**config.mk**
```make
export PLATFORM = sky130hd
export DESIGN_NAME = alu_arbiter
export DESIGN_NICKNAME = d
export VERILOG_FILES = /design/src/rtl/alu_arbiter.sv
export SDC_FILE = /design/constraint.sdc
export NUM_CORES = 1
export LEC_CHECK = 0
export CORE_MARGIN = 3
export CORE_UTILIZATION = 35
export DETAILED_ROUTE_END_ITERATION = 8
export MAX_ROUTING_LAYER = met4
export PLACE_DENSITY = 0.71
export SKIP_CTS_REPAIR_TIMING = 1
export SYNTH_ARGS = -nofsm -noshare
export SYNTH_HDL_FRONTEND = slang
export SYNTH_SLANG_ARGS = --single-unit
```
**constraint.sdc**
```tcl
create_clock -name clk -period 4.8 [get_ports clk]
set_clock_uncertainty 0.15 [all_clocks]
set_input_delay 0.48 -clock clk [delete_from_list [all_inputs] [get_ports clk]]
set_output_delay 0.48 -clock clk [all_outputs]
set_load 0.1 [all_outputs]
```
**src/rtl/alu_arbiter.sv**
```systemverilog
// Two-port round-robin front end for one shared combinational ALU.
// One operation in flight: accept, execute for a cycle, hold the result.
module alu_arbiter #(
   parameter int DATA_WIDTH = 32,
   parameter int ALU_CTRL_WIDTH = 5,
   parameter logic [ALU_CTRL_WIDTH-1:0] ALU_CTRL_NOP = '0
) (
   input  logic                      clk,
   input  logic                      rst,
   input  logic                      req0_valid,
   output logic                      req0_ready,
   input  logic [ALU_CTRL_WIDTH-1:0] req0_ctrl,
   input  logic [DATA_WIDTH-1:0]     req0_src1,
   input  logic [DATA_WIDTH-1:0]     req0_src2,
   input  logic                      req1_valid,
   output logic                      req1_ready,
   input  logic [ALU_CTRL_WIDTH-1:0] req1_ctrl,
   input  logic [DATA_WIDTH-1:0]     req1_src1,
   input  logic [DATA_WIDTH-1:0]     req1_src2,
   output logic                      rsp0_valid,
   input  logic                      rsp0_ready,
   output logic [DATA_WIDTH-1:0]     rsp0_result,
   output logic                      rsp0_take_branch,
   output logic                      rsp1_valid,
   input  logic                      rsp1_ready,
   output logic [DATA_WIDTH-1:0]     rsp1_result,
   output logic                      rsp1_take_branch,
   output logic [ALU_CTRL_WIDTH-1:0] alu_ctrl,
   output logic [DATA_WIDTH-1:0]     alu_src1,
   output logic [DATA_WIDTH-1:0]     alu_src2,
   input  logic [DATA_WIDTH-1:0]     alu_result,
   input  logic                      alu_take_branch,
   output logic                      busy
);

   typedef enum logic [1:0] {
      IDLE,
      EXEC,
      RESP
   } state_t;

   state_t                    state;
   logic                      last_grant;
   logic                      owner;
   logic [ALU_CTRL_WIDTH-1:0] lat_ctrl;
   logic [DATA_WIDTH-1:0]     lat_src1;
   logic [DATA_WIDTH-1:0]     lat_src2;
   logic                      rsp_done;

   // A port loses only a tie, and only when it was the one served last.
   assign req0_ready = (state == IDLE) && (!req1_valid || last_grant);
   assign req1_ready = (state == IDLE) && (!req0_valid || !last_grant);

   assign alu_ctrl = (state == EXEC) ? lat_ctrl : ALU_CTRL_NOP;
   assign alu_src1 = (state == EXEC) ? lat_src1 : '0;
   assign alu_src2 = (state == EXEC) ? lat_src2 : '0;
   assign busy     = (state != IDLE);
   assign rsp_done = owner ? rsp1_ready : rsp0_ready;

   always_ff @(posedge clk) begin
      if (rst) begin
         state            <= IDLE;
         last_grant       <= 1'b1;
         owner            <= 1'b0;
         lat_ctrl         <= ALU_CTRL_NOP;
         lat_src1         <= '0;
         lat_src2         <= '0;
         rsp0_valid       <= 1'b0;
         rsp0_result      <= '0;
         rsp0_take_branch <= 1'b0;
         rsp1_valid       <= 1'b0;
         rsp1_result      <= '0;
         rsp1_take_branch <= 1'b0;
      end else begin
         unique case (state)
            IDLE: begin
               unique case (1'b1)
                  req0_valid && req0_ready: begin
                     lat_ctrl   <= req0_ctrl;
                     lat_src1   <= req0_src1;
                     lat_src2   <= req0_src2;
                     owner      <= 1'b0;
                     last_grant <= 1'b0;
                     state      <= EXEC;
                  end
                  req1_valid && req1_ready: begin
                     lat_ctrl   <= req1_ctrl;
                     lat_src1   <= req1_src1;
                     lat_src2   <= req1_src2;
                     owner      <= 1'b1;
                     last_grant <= 1'b1;
                     state      <= EXEC;
                  end
                  default: state <= IDLE;
               endcase
            end
            EXEC: begin
               if (owner) begin
                  rsp1_valid       <= 1'b1;
                  rsp1_result      <= alu_result;
                  rsp1_take_branch <= alu_take_branch;
               end else begin
                  rsp0_valid       <= 1'b1;
                  rsp0_result      <= alu_result;
                  rsp0_take_branch <= alu_take_branch;
               end
               state <= RESP;
            end
            RESP: begin
               if (rsp_done) begin
                  rsp0_valid <= 1'b0;
                  rsp1_valid <= 1'b0;
                  state      <= IDLE;
               end
            end
            default: state <= IDLE;
         endcase
      end
   end

endmodule

```
==> results.sh <==
export IMPL_slowest_stage="clkdlybuf4s50_1"
export IMPL_final_nets=1234
export IMPL_synth_top_area_cell="dfxtp_1"
export IMPL_status="complete, no violations"
export IMPL_start_util_pct=36.20
export IMPL_path_clk_slew_ps=60
export IMPL_timing_rr_start="state[1]"
export IMPL_wl_per_cell_um=18.55
export IMPL_cp_cell_sequence="nor2b_4, buf_4, and2_1, clkdlybuf4s50_1"
export IMPL_p_per_area_nw_per_um2=377.4
export IMPL_cts_tree="built"
export IMPL_htree_levels=4
export IMPL_core_um2=17540
export IMPL_syn_inst=801
export IMPL_grt_max_degree=91
export IMPL_ys_seq_area_share_pct=44.46
export IMPL_io_buffer_count=316
export IMPL_worst_path_largest_cell_delay_ps=1140
export IMPL_finalSetupViolations=0
export IMPL_synth_area_per_cell_um2=7.926
export IMPL_swShare_pct=35.38
export IMPL_hold_depth=3
export IMPL_viasPerCell=5.408
export IMPL_r2r_end="lat_src2[19]"
export IMPL_area_growth_pct=58.10
export IMPL_syn_area_um2=6349
export IMPL_period_share_pct=79.10
export IMPL_min_delay_start="req1_valid"
export IMPL_clk_latency_ps=410
export IMPL_pre_cts_slack_ps=1436
export IMPL_cp_arrival_ps=3170
export IMPL_synthFlopType="dfxtp_1"
export IMPL_vias=7003
export IMPL_die_w_um=140.7
export IMPL_combPwrFrac_pct=29.6
export IMPL_crit_fanout=53
export IMPL_remaining_drc_errors=0
export IMPL_nFillCells=1666
export IMPL_endpoint_kind="output port"
export IMPL_maxCapViolCount=0
export IMPL_tightest_slew_ps=1111
export IMPL_rows=48
export IMPL_path_delay_family="buffers and inverters"
export IMPL_place_hpwl_um=15710
export IMPL_antenna_found_initial=0
export IMPL_slew_violations=0
export IMPL_syn_num_nets=978
export IMPL_grt_pass1_vias=6678
export IMPL_min_path_type="in -> reg"
export IMPL_crit_type="reg -> out"
export IMPL_cp_num_buf_inv=2
export IMPL_worstHoldEndpoint="owner"
export IMPL_cp_start_kind="flop"
export IMPL_relSlewSlack_pct=25.92
export IMPL_grtUsageTotal_pct=24.01
export IMPL_grt_pass1_wl_um=37190
export IMPL_ctsRootBufferMaster="clkbuf_16"
export IMPL_hold_viol=0
export IMPL_switchingPower_w=0.001340
export IMPL_post_route_min_period_ps=3797
export IMPL_synth_area_top_cells="dfxtp_1, a21oi_1, a311oi_1, nand2_1, and2_1"
export IMPL_cts_sinks=141
export IMPL_synthArstFlopShare_pct=0
export IMPL_synth_top_area_share_pct=44.46
export IMPL_finalSetupTns_ps=0
export IMPL_seq_area_um2=2823
export IMPL_wirelength_um=24020
export IMPL_ys_ff_latch=141
export IMPL_die_y_um=140.7
export IMPL_rsz0062_at_grt="false"
export IMPL_pwr_share_clk_pct=35.0
export IMPL_multi_input_area_um2=3098
export IMPL_irDropWorstVdd_v=0.0002576
export IMPL_seq_power_share_pct=35.4
export IMPL_cts_inserted_buffers=17
export IMPL_yosys_warnings=0
export IMPL_first_pass_iters=6
export IMPL_synth_edff_count=0
export IMPL_ff2ff_path_depth=5
export IMPL_postRouteAntennaNets=0
export IMPL_required_ps=4170
export IMPL_cts_buffer_depth=2
export IMPL_r2r_slack_ps=2390
export IMPL_power_w=0.003788
export IMPL_diodes=0
export IMPL_gp_congestion=0.8431
export IMPL_p_leak_nw=3.444
export IMPL_p_int_w=0.002448
export IMPL_drive_gt1_share_pct=4.953
export IMPL_io_pins=317
export IMPL_drt_iter0_drc=384
export IMPL_fp_dieArea_um2=19790
export IMPL_worst_slack_ps=1003
export IMPL_grt_overflow=0
export IMPL_synth_distinct_cells=29
export IMPL_fmaxAchievable_mhz=263.4
## cells in the final DEF (no fill, tap or decap)
cell and count:
o21ba_2 1, a21oi_1 137, nand3b_1 1, nand3_1 69, or2_2 1, clkinv_2 2
nand2_1 134, inv_6 1, o21a_1 3, and3b_1 1, clkbuf_1 5, nor2b_1 2
bufinv_16 3, o21ai_0 55, dfxtp_1 141, and2_1 69, a221o_1 1, o21ai_1 15
nor3b_4 1, mux2_2 1, nor2b_4 1, inv_2 1, clkinv_4 3, clkdlybuf4s50_1 312
nor2_1 2, clkbuf_16 17, or3b_2 1, a311oi_1 69, buf_4 14, inv_1 1
nor2_4 2, a211o_4 1, buf_2 1, clkinvlp_4 2
## worst register-to-register path, cell delays in order (launching register included)
cell and delay [ps]:
dfxtp_1 430, nor2_4 180, inv_1 100, nor2_4 700, buf_4 510, a311oi_1 180
## state kept, by name, summed over array words and instances (netlist names), 2 cells and up
register and cells:
lat_ctrl 5, rsp0_result 32, state 2, rsp1_result 32, lat_src1 32, lat_src2 32
## synth_stat cells, types with 2 or more instances
cell and count:
dfxtp_1 141, a21oi_1 137, nand2_1 134, a311oi_1 69, and2_1 69, nand3_1 69
clkbuf_1 56, o21ai_0 55, buf_2 25, o21ai_1 15, buf_6 8, nor2b_1 3
o21a_1 3, nor2_1 2
## cell type report
| cell class | count | share of cell area [%] |
|---|---|---|
| Multi-Input combinational cell | 567 | 30.87 |
| Clock buffer | 22 | 4.425 |
| Sequential cell | 141 | 28.12 |
| Timing Repair Buffer | 327 | 32.21 |
| Clock inverter | 10 | 1.409 |
| Tap cell | 225 | 2.805 |
| Inverter | 3 | 0.1621 |
## how the worst max path moves through the flow
stage	start	endpoint	slack (ps)	cells past startpoint
finish	state[0]	alu_src2[23]	1000	4
global route	state[0]	alu_src2[31]	810	4
CTS	state[0]	alu_src2[0]	980	4
detailed placement	state[0]	alu_src1[29]	1440	4
global placement	state[0]	alu_src2[28]	1520	4
floorplan	state[0]	alu_ctrl[0]	2440	4
## per-layer routing
layer | GRT usage [%] | vias up | part of all wire, % | wire [um]
met2 | 37.80 | 336 | 48 | 11500
li1 | - | 3345 | - | -
met5 | - | - | 0 | 0
met4 | 9.230 | 0 | 3.2 | 775
met3 | 6.309 | 50 | 8.6 | 2059
met1 | 29.57 | 3272 | 40 | 9680
## metrics by stage
step                util [%]  instances  instance area [um2]  hold slack (ps)
global route           57.23       1295                10040            242.1
finish                 57.23       1295                10040            234.6
CTS                    57.23       1295                10040            218.3
detailed placement     53.90       1263                 9452            295.3
global placement       53.90       1263                 9452            291.2
floorplan                  -        801                 6349            338.0
## kinds of logic (layout without fill, tap and decap cells)
| group | Yosys count | in the layout | synth area share (%) |
|---|---|---|---|
| compound gates | 282 | 282 | 26.78 |
| buf+inv | 93 | 362 | 7.036 |
| flops | 141 | 141 | 44.46 |
| simple gates | 284 | 284 | 21.54 |
| mux | 1 | 1 | 0.1774 |
## power by group through the flow
| stage | clock, W | sequential (W) | combinational (W) |
|---|---|---|---|
| after floorplan | 0 | 0.00152 | 0.000618 |
| after global placement | 0 | 0.00137 | 0.00111 |
| after detailed placement | 0 | 0.00136 | 0.00112 |
| after CTS | 0.00134 | 0.00134 | 0.00112 |
| after global routing | 0.00140 | 0.00135 | 0.00119 |
| final | 0.00132 | 0.00134 | 0.00112 |
(Power assumes the default switching activity.)
